===== src/rtl/div_unit_pkg.sv =====
// Shared encodings for the iterative RV32M divider.
// Op codes, FSM states and the execute-stage result-select width.
package div_unit_pkg;

  localparam logic [1:0] DIV_OP_DIV  = 2'b00;
  localparam logic [1:0] DIV_OP_DIVU = 2'b01;
  localparam logic [1:0] DIV_OP_REM  = 2'b10;
  localparam logic [1:0] DIV_OP_REMU = 2'b11;

  localparam int EX_SEL_W = 3;

  typedef enum logic [1:0] {
    DIV_IDLE = 2'd0,
    DIV_CALC = 2'd1,
    DIV_FIX  = 2'd2,
    DIV_DONE = 2'd3
  } div_state_e;

  function automatic logic op_signed(logic [1:0] op);
    return ~op[0];
  endfunction

  function automatic logic op_rem(logic [1:0] op);
    return op[1];
  endfunction

endpackage


===== src/rtl/div_unit_if.sv =====
// Request/response bundle between execute stage and divider.
// master drives the request side, slave is the divider.
interface div_unit_if #(
  parameter int XLEN = 32
);
  logic            start;
  logic [1:0]      op;
  logic [XLEN-1:0] dividend;
  logic [XLEN-1:0] divisor;
  logic            flush;
  logic            busy;
  logic            done;
  logic [XLEN-1:0] result;

  modport master (
    output start, op, dividend, divisor, flush,
    input  busy, done, result
  );

  modport slave (
    input  start, op, dividend, divisor, flush,
    output busy, done, result
  );
endinterface


===== src/rtl/div_step.sv =====
// One combinational restoring-division step.
// Shift in a dividend bit, trial-subtract, keep on no borrow.
module div_step #(
  parameter int XLEN = 32
) (
  input  logic [XLEN:0]   rem_in,
  input  logic            bit_in,
  input  logic [XLEN-1:0] divisor,
  output logic [XLEN:0]   rem_out,
  output logic            q_bit
);

  logic [XLEN+1:0] shifted;
  logic [XLEN+1:0] diff;

  assign shifted = {rem_in, bit_in};
  assign diff    = shifted - {2'b00, divisor};
  assign q_bit   = ~diff[XLEN+1];
  assign rem_out = q_bit ? diff[XLEN:0] : shifted[XLEN:0];

endmodule


===== src/rtl/div_unit.sv =====
// Iterative RV32M divider (DIV/DIVU/REM/REMU), one bit per cycle.
// Special cases finish at acceptance; flush aborts without done.
module div_unit
  import div_unit_pkg::*;
#(
  parameter int XLEN = 32
) (
  input logic       clk,
  input logic       rst_n,
  div_unit_if.slave bus
);

  localparam int CW = $clog2(XLEN);
  localparam logic [XLEN-1:0] MIN_NEG = {1'b1, {(XLEN-1){1'b0}}};

  div_state_e      state, state_nx;
  logic [CW-1:0]   cnt;
  logic [XLEN-1:0] dvd, dsr, quo, res;
  logic [XLEN:0]   rem;
  logic            q_neg, r_neg, want_rem;

  logic            accept, sgn, zero_div, ovf, special;
  logic [XLEN-1:0] a_mag, b_mag, spec_res, q_fix, r_fix;
  logic [XLEN:0]   step_rem;
  logic            step_q;

  assign accept = bus.start && !bus.flush &&
                  (state == DIV_IDLE || state == DIV_DONE);
  assign sgn      = op_signed(bus.op);
  assign zero_div = (bus.divisor == '0);
  assign ovf      = sgn && (bus.dividend == MIN_NEG) &&
                    (bus.divisor == '1);
  assign special  = zero_div || ovf;

  // Negating MIN_NEG yields itself, which is the right unsigned magnitude.
  assign a_mag = (sgn && bus.dividend[XLEN-1]) ? -bus.dividend
                                               : bus.dividend;
  assign b_mag = (sgn && bus.divisor[XLEN-1]) ? -bus.divisor
                                              : bus.divisor;

  always_comb begin
    spec_res = '0;
    if (zero_div)
      spec_res = op_rem(bus.op) ? bus.dividend : '1;
    else
      spec_res = op_rem(bus.op) ? '0 : MIN_NEG;
  end

  assign q_fix = q_neg ? -quo : quo;
  assign r_fix = r_neg ? -rem[XLEN-1:0] : rem[XLEN-1:0];

  div_step #(.XLEN(XLEN)) u_step (
    .rem_in  (rem),
    .bit_in  (dvd[XLEN-1]),
    .divisor (dsr),
    .rem_out (step_rem),
    .q_bit   (step_q)
  );

  always_comb begin
    state_nx = state;
    unique case (state)
      DIV_IDLE, DIV_DONE:
        state_nx = accept ? (special ? DIV_DONE : DIV_CALC)
                          : DIV_IDLE;
      DIV_CALC:
        if (cnt == '0) state_nx = DIV_FIX;
      DIV_FIX:
        state_nx = DIV_DONE;
      default:
        state_nx = DIV_IDLE;
    endcase
    if (bus.flush) state_nx = DIV_IDLE;
  end

  always_ff @(posedge clk or negedge rst_n) begin
    if (!rst_n) state <= DIV_IDLE;
    else        state <= state_nx;
  end

  always_ff @(posedge clk or negedge rst_n) begin
    if (!rst_n) begin
      cnt      <= '0;
      dvd      <= '0;
      dsr      <= '0;
      quo      <= '0;
      rem      <= '0;
      res      <= '0;
      q_neg    <= 1'b0;
      r_neg    <= 1'b0;
      want_rem <= 1'b0;
    end else if (!bus.flush) begin
      if (accept) begin
        if (special) begin
          res <= spec_res;
        end else begin
          dvd      <= a_mag;
          dsr      <= b_mag;
          rem      <= '0;
          quo      <= '0;
          cnt      <= CW'(XLEN-1);
          q_neg    <= sgn && (bus.dividend[XLEN-1] ^ bus.divisor[XLEN-1]);
          r_neg    <= sgn && bus.dividend[XLEN-1];
          want_rem <= op_rem(bus.op);
        end
      end else if (state == DIV_CALC) begin
        rem <= step_rem;
        quo <= {quo[XLEN-2:0], step_q};
        dvd <= {dvd[XLEN-2:0], 1'b0};
        cnt <= cnt - 1'b1;
      end else if (state == DIV_FIX) begin
        res <= want_rem ? r_fix : q_fix;
      end
    end
  end

  assign bus.busy   = (state == DIV_CALC) || (state == DIV_FIX);
  assign bus.done   = (state == DIV_DONE);
  assign bus.result = res;

endmodule


===== src/flat_wrapper.sv =====
// flat-port wrapper written by rule: the top's interface ports become plain ports
module div_unit_flat import div_unit_pkg::*;
#(
  parameter int XLEN = 32
)
  (clk, rst_n, bus_start, bus_op, bus_dividend, bus_divisor, bus_flush, bus_busy, bus_done, bus_result);
  div_unit_if #(.XLEN(XLEN)) bus_i ();
  input logic clk;
  input logic rst_n;
  input wire logic [$bits(bus_i.start)-1:0] bus_start;
  input wire logic [$bits(bus_i.op)-1:0] bus_op;
  input wire logic [$bits(bus_i.dividend)-1:0] bus_dividend;
  input wire logic [$bits(bus_i.divisor)-1:0] bus_divisor;
  input wire logic [$bits(bus_i.flush)-1:0] bus_flush;
  output wire logic [$bits(bus_i.busy)-1:0] bus_busy;
  output wire logic [$bits(bus_i.done)-1:0] bus_done;
  output wire logic [$bits(bus_i.result)-1:0] bus_result;
  assign bus_i.start = bus_start;
  assign bus_i.op = bus_op;
  assign bus_i.dividend = bus_dividend;
  assign bus_i.divisor = bus_divisor;
  assign bus_i.flush = bus_flush;
  assign bus_busy = bus_i.busy;
  assign bus_done = bus_i.done;
  assign bus_result = bus_i.result;
  div_unit #(.XLEN(XLEN)) u_core (.clk(clk), .rst_n(rst_n), .bus(bus_i));
endmodule

===== config.mk =====
export PLATFORM = sky130hd
export DESIGN_NAME = div_unit_flat
export DESIGN_NICKNAME = d
export VERILOG_FILES = /design/src/rtl/div_unit_pkg.sv /design/src/rtl/div_unit_if.sv /design/src/rtl/div_step.sv /design/src/rtl/div_unit.sv /design/src/flat_wrapper.sv
export SDC_FILE = /design/constraint.sdc
export NUM_CORES = 1
export LEC_CHECK = 0
export CAP_MARGIN = 20
export CORE_ASPECT_RATIO = 1.75
export CORE_MARGIN = 2
export CORE_UTILIZATION = 40
export DETAILED_ROUTE_END_ITERATION = 7
export SYNTH_ARGS = -nofsm -noshare
export SYNTH_HDL_FRONTEND = slang
export SYNTH_SLANG_ARGS = --single-unit
export TNS_END_PERCENT = 20

===== constraint.sdc =====
create_clock -name clk -period 4 [get_ports clk]
set_input_delay 0.8 -clock clk [delete_from_list [all_inputs] [get_ports clk]]
set_output_delay 0.8 -clock clk [all_outputs]
set_load 0.005 [all_outputs]

[Yosys cells after proc, flatten, opt, wreduce, memory -nomap -nowiden]
Index checks and enable logic that the tools add are counted.
Cells by class
  multiply operators: 0
  reduce and logical (&&, ||, !) cells: 20
  add/subtract/negate cells: 6
  eq/ne operators: 9
  order comparisons: 0
  shifts and indexed selects: 0
  divide/modulo/power cells: 0
  multiplexer cells: 30
  bitwise logic cells: 5
Operator list (count)
  $mux 32: 18
  $mux 33: 4
  $neg 32->32: 4
  $eq 32x32->1 const B: 2
  $sub 34x32->34: 1
  $logic_not 32->1: 1
  $mux 5: 3
  $mux 2: 4
  $logic_and 1x1->1: 7
  $pmux 2 s3: 1
  $reduce_and 3->1: 2
  $logic_not 5->1: 1
  $sub 5x1->5 const B: 1
  $eq 2x2->1 const B: 2
  $ne 2x2->1 const B: 2
  $not 1->1: 4
  $reduce_and 4->1: 1
  $reduce_bool 2->1: 2
  $logic_or 1x1->1: 3
  $ne 3x2->1 const B: 1
  $eq 2x1->1 const B: 1
  $logic_not 2->1: 1
  $ne 2x1->1 const B: 1
  $reduce_or 2->1: 1
  2 further kinds: 2
Storage, ports and cells
  memories kept: 0
  ROM bits: 0
  input port bits: 70
  RAM bits: 0
  word-level logic and storage cells: 80
  bits in latches: 0
  register bits after elaboration: 171

[Logic depth before layout (Yosys ltp)]
Gate-level depths: netlist of the first run.
  depth after elaboration: 8
  mapped depth: 13
  depth with buffers taken out: 13

[Cells and area by module]
A second synthesis of the first run with hierarchy kept.
Unflattened totals
  cells, all modules: 1523
  area, all modules: 12969.9 um^2
Modules (own cells, without submodules)
  div_unit: area an instance 10799.1 um^2, instances 1, cells an instance 1195
  div_step: area an instance 2170.8 um^2, instances 1, cells an instance 328

[Least setup slack after synthesis of the first run]
Ideal clock, no wire load.
  path kind: input-to-reg
  from: input bus_dividend[10]
  to: register u_core.res[24], in the netlist u_core.bus.result[24]
  slack: 0.729 ns
  data arrival time: 3.137 ns
  stages: 10
  cells stage by stage: or4_4 or3_4 nor3_4 nand4_2 o22ai_4 nand3_2 a21o_1 buf_6 a222oi_1 o21ai_1
On the way
  longest elaborated chain between the ends: 6
Ends and longest elaborated chain
  start: declaration: RTL line flat_wrapper.sv:12  | input wire logic [$bits(bus_i.dividend)-1:0] bus_dividend;
  $eq 32x32->1: RTL line div_unit.sv:31  | assign ovf = sgn && (bus.dividend == MIN_NEG) &&
  $logic_and 1x1->1 (2 in series): RTL line div_unit.sv:31
  $logic_or 1x1->1: RTL line div_unit.sv:33  | assign special = zero_div || ovf;
  $ne 2x2->1 (no source line)
  $reduce_and 4->1 (no source line)
  end signal: assignment: RTL line div_unit.sv:95  | res <= spec_res;
  end signal: assignment: RTL line div_unit.sv:112  | res <= want_rem ? r_fix : q_fix;
  end: declaration: RTL line div_unit.sv:18  | logic [XLEN-1:0] dvd, dsr, quo, res;
No other way between the ends.
A chain may end at the register's enable or synchronous reset.

[Worst setup path in the final report of the first run]
  from: register u_core.rem[6]
  to: register u_core.rem[25]
On the way
  longest elaborated chain between the ends: 4
Ends and longest elaborated chain
  start: declaration: RTL line div_unit.sv:19  | logic [XLEN:0] rem;
  start signal: assignment: RTL line div_unit.sv:107  | rem <= step_rem;
  $sub 34x32->34: RTL line div_step.sv:17  | assign diff = shifted - {2'b00, divisor};
  $mux 33: RTL line div_step.sv:19  | assign rem_out = q_bit ? diff[XLEN:0] : shifted[XLEN:0];
  $mux 33: RTL line div_unit.sv:106  | end else if (state == DIV_CALC) begin
  $mux 33: RTL line div_unit.sv:93  | if (accept) begin
No other way between the ends. The select of a mux whose other input is x is not followed.

==> results.md, run 1 <==
* Number of warnings issued by yosys at 0
* Number of inserted diodes at 0
* Critical path's largest stage delay at between 0.4 and 0.5 ns
* Initial antenna violation count at 0
* Proportion of netlist area held by the largest area contributor at a little over a third
* Worst IR Drop VDD at 0.355 mV
* Synth unique cells at 66
* Dominant cells by area after synthesis: sky130_fd_sc_hd__dfrtp_1 (36%), sky130_fd_sc_hd__nand2_1 (7.1%), sky130_fd_sc_hd__o21ai_0 (7.0%), sky130_fd_sc_hd__xor2_1 (5.3%), sky130_fd_sc_hd__xnor2_1 (5.3%)
* Total I/O pin count at 104
* NumNets Final at between 1,500 and 2,000
* Post-synth ARST share at 100%
* Seq/Total Area, Yosys at a little over a third
* Hold WC Path Type: in2async
* Number of inserted filler cells in the final layout at 2,996
* Clock input transition at the sequential cells of the worst setup and hold paths at 0.06 ns
* Final critical-path share of the clock period at about nine tenths
* Worst path buffer plus inverter count at 1
* RSZ-0062 raised after global routing: no
* Post-detail-place hpwl at 27,100 um
* Post-synth top flop: sky130_fd_sc_hd__dfrtp_1
* Reported leakage power at approximately 6.1 nW
* Core Rows at 84
* Final core utilization at 47.8%
* Count of routing violations after the opening detailed-route iteration at between 600 and 700
* Library cell appearing most often on the critical path: sky130_fd_sc_hd__a21oi_1
* Final setup violation count at 0
* Slowest cell on the critical path: sky130_fd_sc_hd__a31oi_1
* Number of nets with antenna violations after routing at 0
* Clk buf depth at 2
* CTS H-tree lvls at 4
* Min cycle time layout at 3.67 ns
* Hold_buf cts at 0
* Overall routing resource usage at between 20% and 30%
* Sort of element at the start of the critical path: flip-flop
* Die Span X at 135 um
* Area of the die at about 0.031 sq mm
* Clock root buffer: sky130_fd_sc_hd__clkbuf_16
* Clock latency reported for the late side of the worst-skew pair at about 0.45 ns
* Setup Fix Bufs, Post-CTS at 0
* Worst path cell trace: ha_1 > a21oi_1 > o211ai_1 > a21oi_1 > o21ai_1 > a31oi_1 > o31ai_1 > a311oi_4 > buf_12 > nand2_1 > o21ai_0
* Port Buffers at approximately 100
* Core area at roughly 0.030 sq mm
* Stages on worst setup path at 11
* Final Skew at about 0.0086 ns
* Die Y at 233 um
* # Max-Cap Violations at 0
* Resize count post-CTS at 0
* Number of cells traversed by the worst register-to-register path at 11
* Count of TritonRoute iterations in the first routing pass at 5
* Status: finished, final reports clean
* Total power divided by cell area at between 500 and 600 mW/mm^2
* Data arrival at the endpoint of the critical path at slightly above 4 ns
* Vias post-DR at about 11,000
* Top delay family on crit path: compound AO/OA/AOI/OAI gates
* Effective utilization at floorplan at between 40% and 50%
* Start-to-end type of the worst setup path: reg2reg
* Final Hold Vio Count at 0
* Sort of element at the end of the critical path: flip-flop
* Final Max Tran Viols at 0
* Ratio of cells with drive above 1 in the final layout at 6.10%
* Global route overflow at 0
* CTS tree: yes
* Number of synthesized flops with an enable pin at 0
* Peak Freq at approximately 270 MHz
* Routability-driven placement congestion ratio at slightly below 0.9
* Number of register bits inferred by synthesis at ~170
* Pin count of the biggest net entering global routing at 71
* Wire length of the first global-routing pass at roughly 57,000 um
* Required time at the worst-slack endpoint at 4.38 ns
* Via count of the first global-routing pass at between 10,000 and 15,000
* Register area at between 0.004 and 0.005 sq mm
* Per-instance average area after synthesis at about 8.1 sq um
* Routed via count divided by cell count at roughly 5.6
* Maximum fanout encountered on the critical timing path at 36
* Number of nets produced by synthesis at roughly 1,600
* Top cell type by total area after synthesis: sky130_fd_sc_hd__dfrtp_1
* Wirelength, routed at about 35,000 um
* Layout area overhead at 18.8%
* Total negative slack at 0 ns
* Area occupied by multi-input gates at ~0.0072 sq mm
* Relative slew slack at around a third
* Synthesized netlist cell count at between 1,000 and 1,500
* Transition at the pin with the smallest max-transition slack at about 1 ns
* Routed wirelength normalized by instance count at around 18 um
* Number of buffers created by CTS at 17
* Clock sink count at 171
* Post-synthesis cell area at about 0.012 sq mm
* Number of design rule violations left after detail routing at 0
-- per-layer routing --
layer | vias to the layer above | routed length, um | track usage (%)
met5 | - | 0 | 0
met4 | 0 | 1720 | 12.0
met3 | 84 | 1200 | 2.76
met2 | 260 | 18500 | 42.7
met1 | 5265 | 13700 | 25.8
li1 | 5461 | - | -
-- cell usage in the layout, fill, tap and decap left out, drive strengths merged, types with 6 or more instances in the layout --
master | netlist | routed
a211oi | 6 | 6
a21o | 13 | 13
a21oi | 101 | 101
a31oi | 26 | 26
and3 | 7 | 7
buf | 18 | 46
clkbuf | 60 | 22
clkdlybuf4s50 | 0 | 102
dfrtp | 171 | 171
ha | 42 | 42
inv | 64 | 65
mux2i | 28 | 28
nand2 | 227 | 227
nand2b | 15 | 15
nand3 | 54 | 54
nand4 | 14 | 14
nor2 | 99 | 99
nor3 | 29 | 29
nor4 | 16 | 16
o211ai | 28 | 28
o21a | 9 | 9
o21ai | 173 | 173
o22ai | 6 | 6
o31ai | 34 | 34
o41ai | 15 | 15
or3 | 19 | 19
or4 | 12 | 12
xnor2 | 72 | 72
xor2 | 73 | 73
-- synthesized netlist by cell type (3+ instances only) --
library cell               number
sky130_fd_sc_hd__nand2_1      227
sky130_fd_sc_hd__dfrtp_1      171
sky130_fd_sc_hd__o21ai_0      167
sky130_fd_sc_hd__a21oi_1      100
sky130_fd_sc_hd__nor2_1        98
sky130_fd_sc_hd__xor2_1        73
sky130_fd_sc_hd__xnor2_1       72
sky130_fd_sc_hd__inv_1         64
sky130_fd_sc_hd__clkbuf_1      60
sky130_fd_sc_hd__nand3_1       53
sky130_fd_sc_hd__ha_1          42
sky130_fd_sc_hd__o31ai_1       34
sky130_fd_sc_hd__mux2i_1       28
sky130_fd_sc_hd__o211ai_1      28
sky130_fd_sc_hd__nor3_1        27
sky130_fd_sc_hd__a31oi_1       26
sky130_fd_sc_hd__or3_1         18
sky130_fd_sc_hd__nor4_1        16
sky130_fd_sc_hd__nand2b_1      15
sky130_fd_sc_hd__o41ai_1       15
sky130_fd_sc_hd__a21o_1        13
sky130_fd_sc_hd__nand4_1       13
sky130_fd_sc_hd__buf_2         11
sky130_fd_sc_hd__or4_1         11
sky130_fd_sc_hd__o21a_1         9
sky130_fd_sc_hd__and3_1         7
sky130_fd_sc_hd__a211oi_1       6
sky130_fd_sc_hd__o21ai_1        6
sky130_fd_sc_hd__a21boi_0       5
sky130_fd_sc_hd__mux2_2         5
sky130_fd_sc_hd__nor2b_1        5
sky130_fd_sc_hd__o22ai_1        5
sky130_fd_sc_hd__nand3b_1       4
sky130_fd_sc_hd__a22oi_1        3
sky130_fd_sc_hd__buf_1          3
sky130_fd_sc_hd__buf_4          3
sky130_fd_sc_hd__o221ai_1       3
sky130_fd_sc_hd__or2_2          3
-- state kept, by name, indices dropped and copies added, names as in the netlist --
signal and flops:
u_core.bus.result 32, u_core.q_neg 1, u_core.state 2, u_core.r_neg 1, u_core.rem 33, u_core.want_rem 1
u_core.dsr 32, u_core.cnt 5, u_core.dvd 32, u_core.quo 32
-- area by class of cell --
| class | instances | area share [%] |
|---|---|---|
| clock buffer | 22 | 3.18 |
| multi-input combinational | 1174 | 50.5 |
| clock inverter | 10 | 0.991 |
| tap | 387 | 3.39 |
| sequential | 171 | 30.0 |
| inverter | 64 | 1.68 |
| timing repair buffer | 148 | 10.2 |
-- where the power goes --
group	leakage (nW)	internal, W	switching, W
Clock	0.278	0.000999	0.000702
Combinational	3.64	0.00136	0.00187
Sequential	2.22	0.00220	0.000371
Total	6.13	0.00456	0.00295
-- path summary, 6_finish.rpt --
kind / start / endpoint / slack (ns)
max in group asynchronous: rst_n / u_core.quo[11] / 2.61
worst max register to register: u_core.rem[6] / u_core.rem[25] / 0.33
worst min-delay path: rst_n / u_core.dvd[12] / 0.32
worst max-delay path: u_core.rem[6] / u_core.rem[25] / 0.33
worst min register to register: u_core.dvd[9] / u_core.dvd[9] / 0.48
min in group clk: u_core.dvd[9] / u_core.dvd[9] / 0.48
-- stage by stage --
stage / cells / cell area [sq um] / power (W) / setup WS (ns) / hold slack [ns]
2_1_floorplan: 1487 / 12000 / 0.00463 / 0.729 / 0.449
3_3_place_gp: 1944 / 13700 / 0.00578 / 0.181 / 0.461
3_5_place_dp: 1944 / 13700 / 0.00586 / 0.142 / 0.474
4_1_cts: 1976 / 14300 / 0.00757 / 0.266 / 0.345
5_1_grt: 1976 / 14300 / 0.00811 / 0.0470 / 0.375
6_report: 1976 / 14300 / 0.00751 / 0.326 / 0.319
-- kinds of logic (layout without fill, tap and decap cells) --
kind of cell / after synthesis / count (layout) / share of synthesized area [%]
AO/OA/AOI/OAI: 441 / 441 / 22.1
flip-flops: 171 / 171 / 35.6
XOR/XNOR: 145 / 145 / 10.6
adder cells (fa/ha/maj): 43 / 43 / 4.54
buffers and inverters: 142 / 244 / 4.71
AND/OR/NAND/NOR: 512 / 512 / 19.6
multiplexers: 33 / 33 / 2.80
Power figures use the tool's default switching activity.
==> run 2: changes to the inputs <==
Settings changed: SKIP_CTS_REPAIR_TIMING set to 1.
==> results of run 2 <==
Final layout, timing and power as in run 1 (identical DEF).
==> run 3: changes to the inputs <==
Settings changed: CAP_MARGIN 20 to 10.
==> results of run 3 <==
Final layout, timing and power as in run 1 (identical DEF).
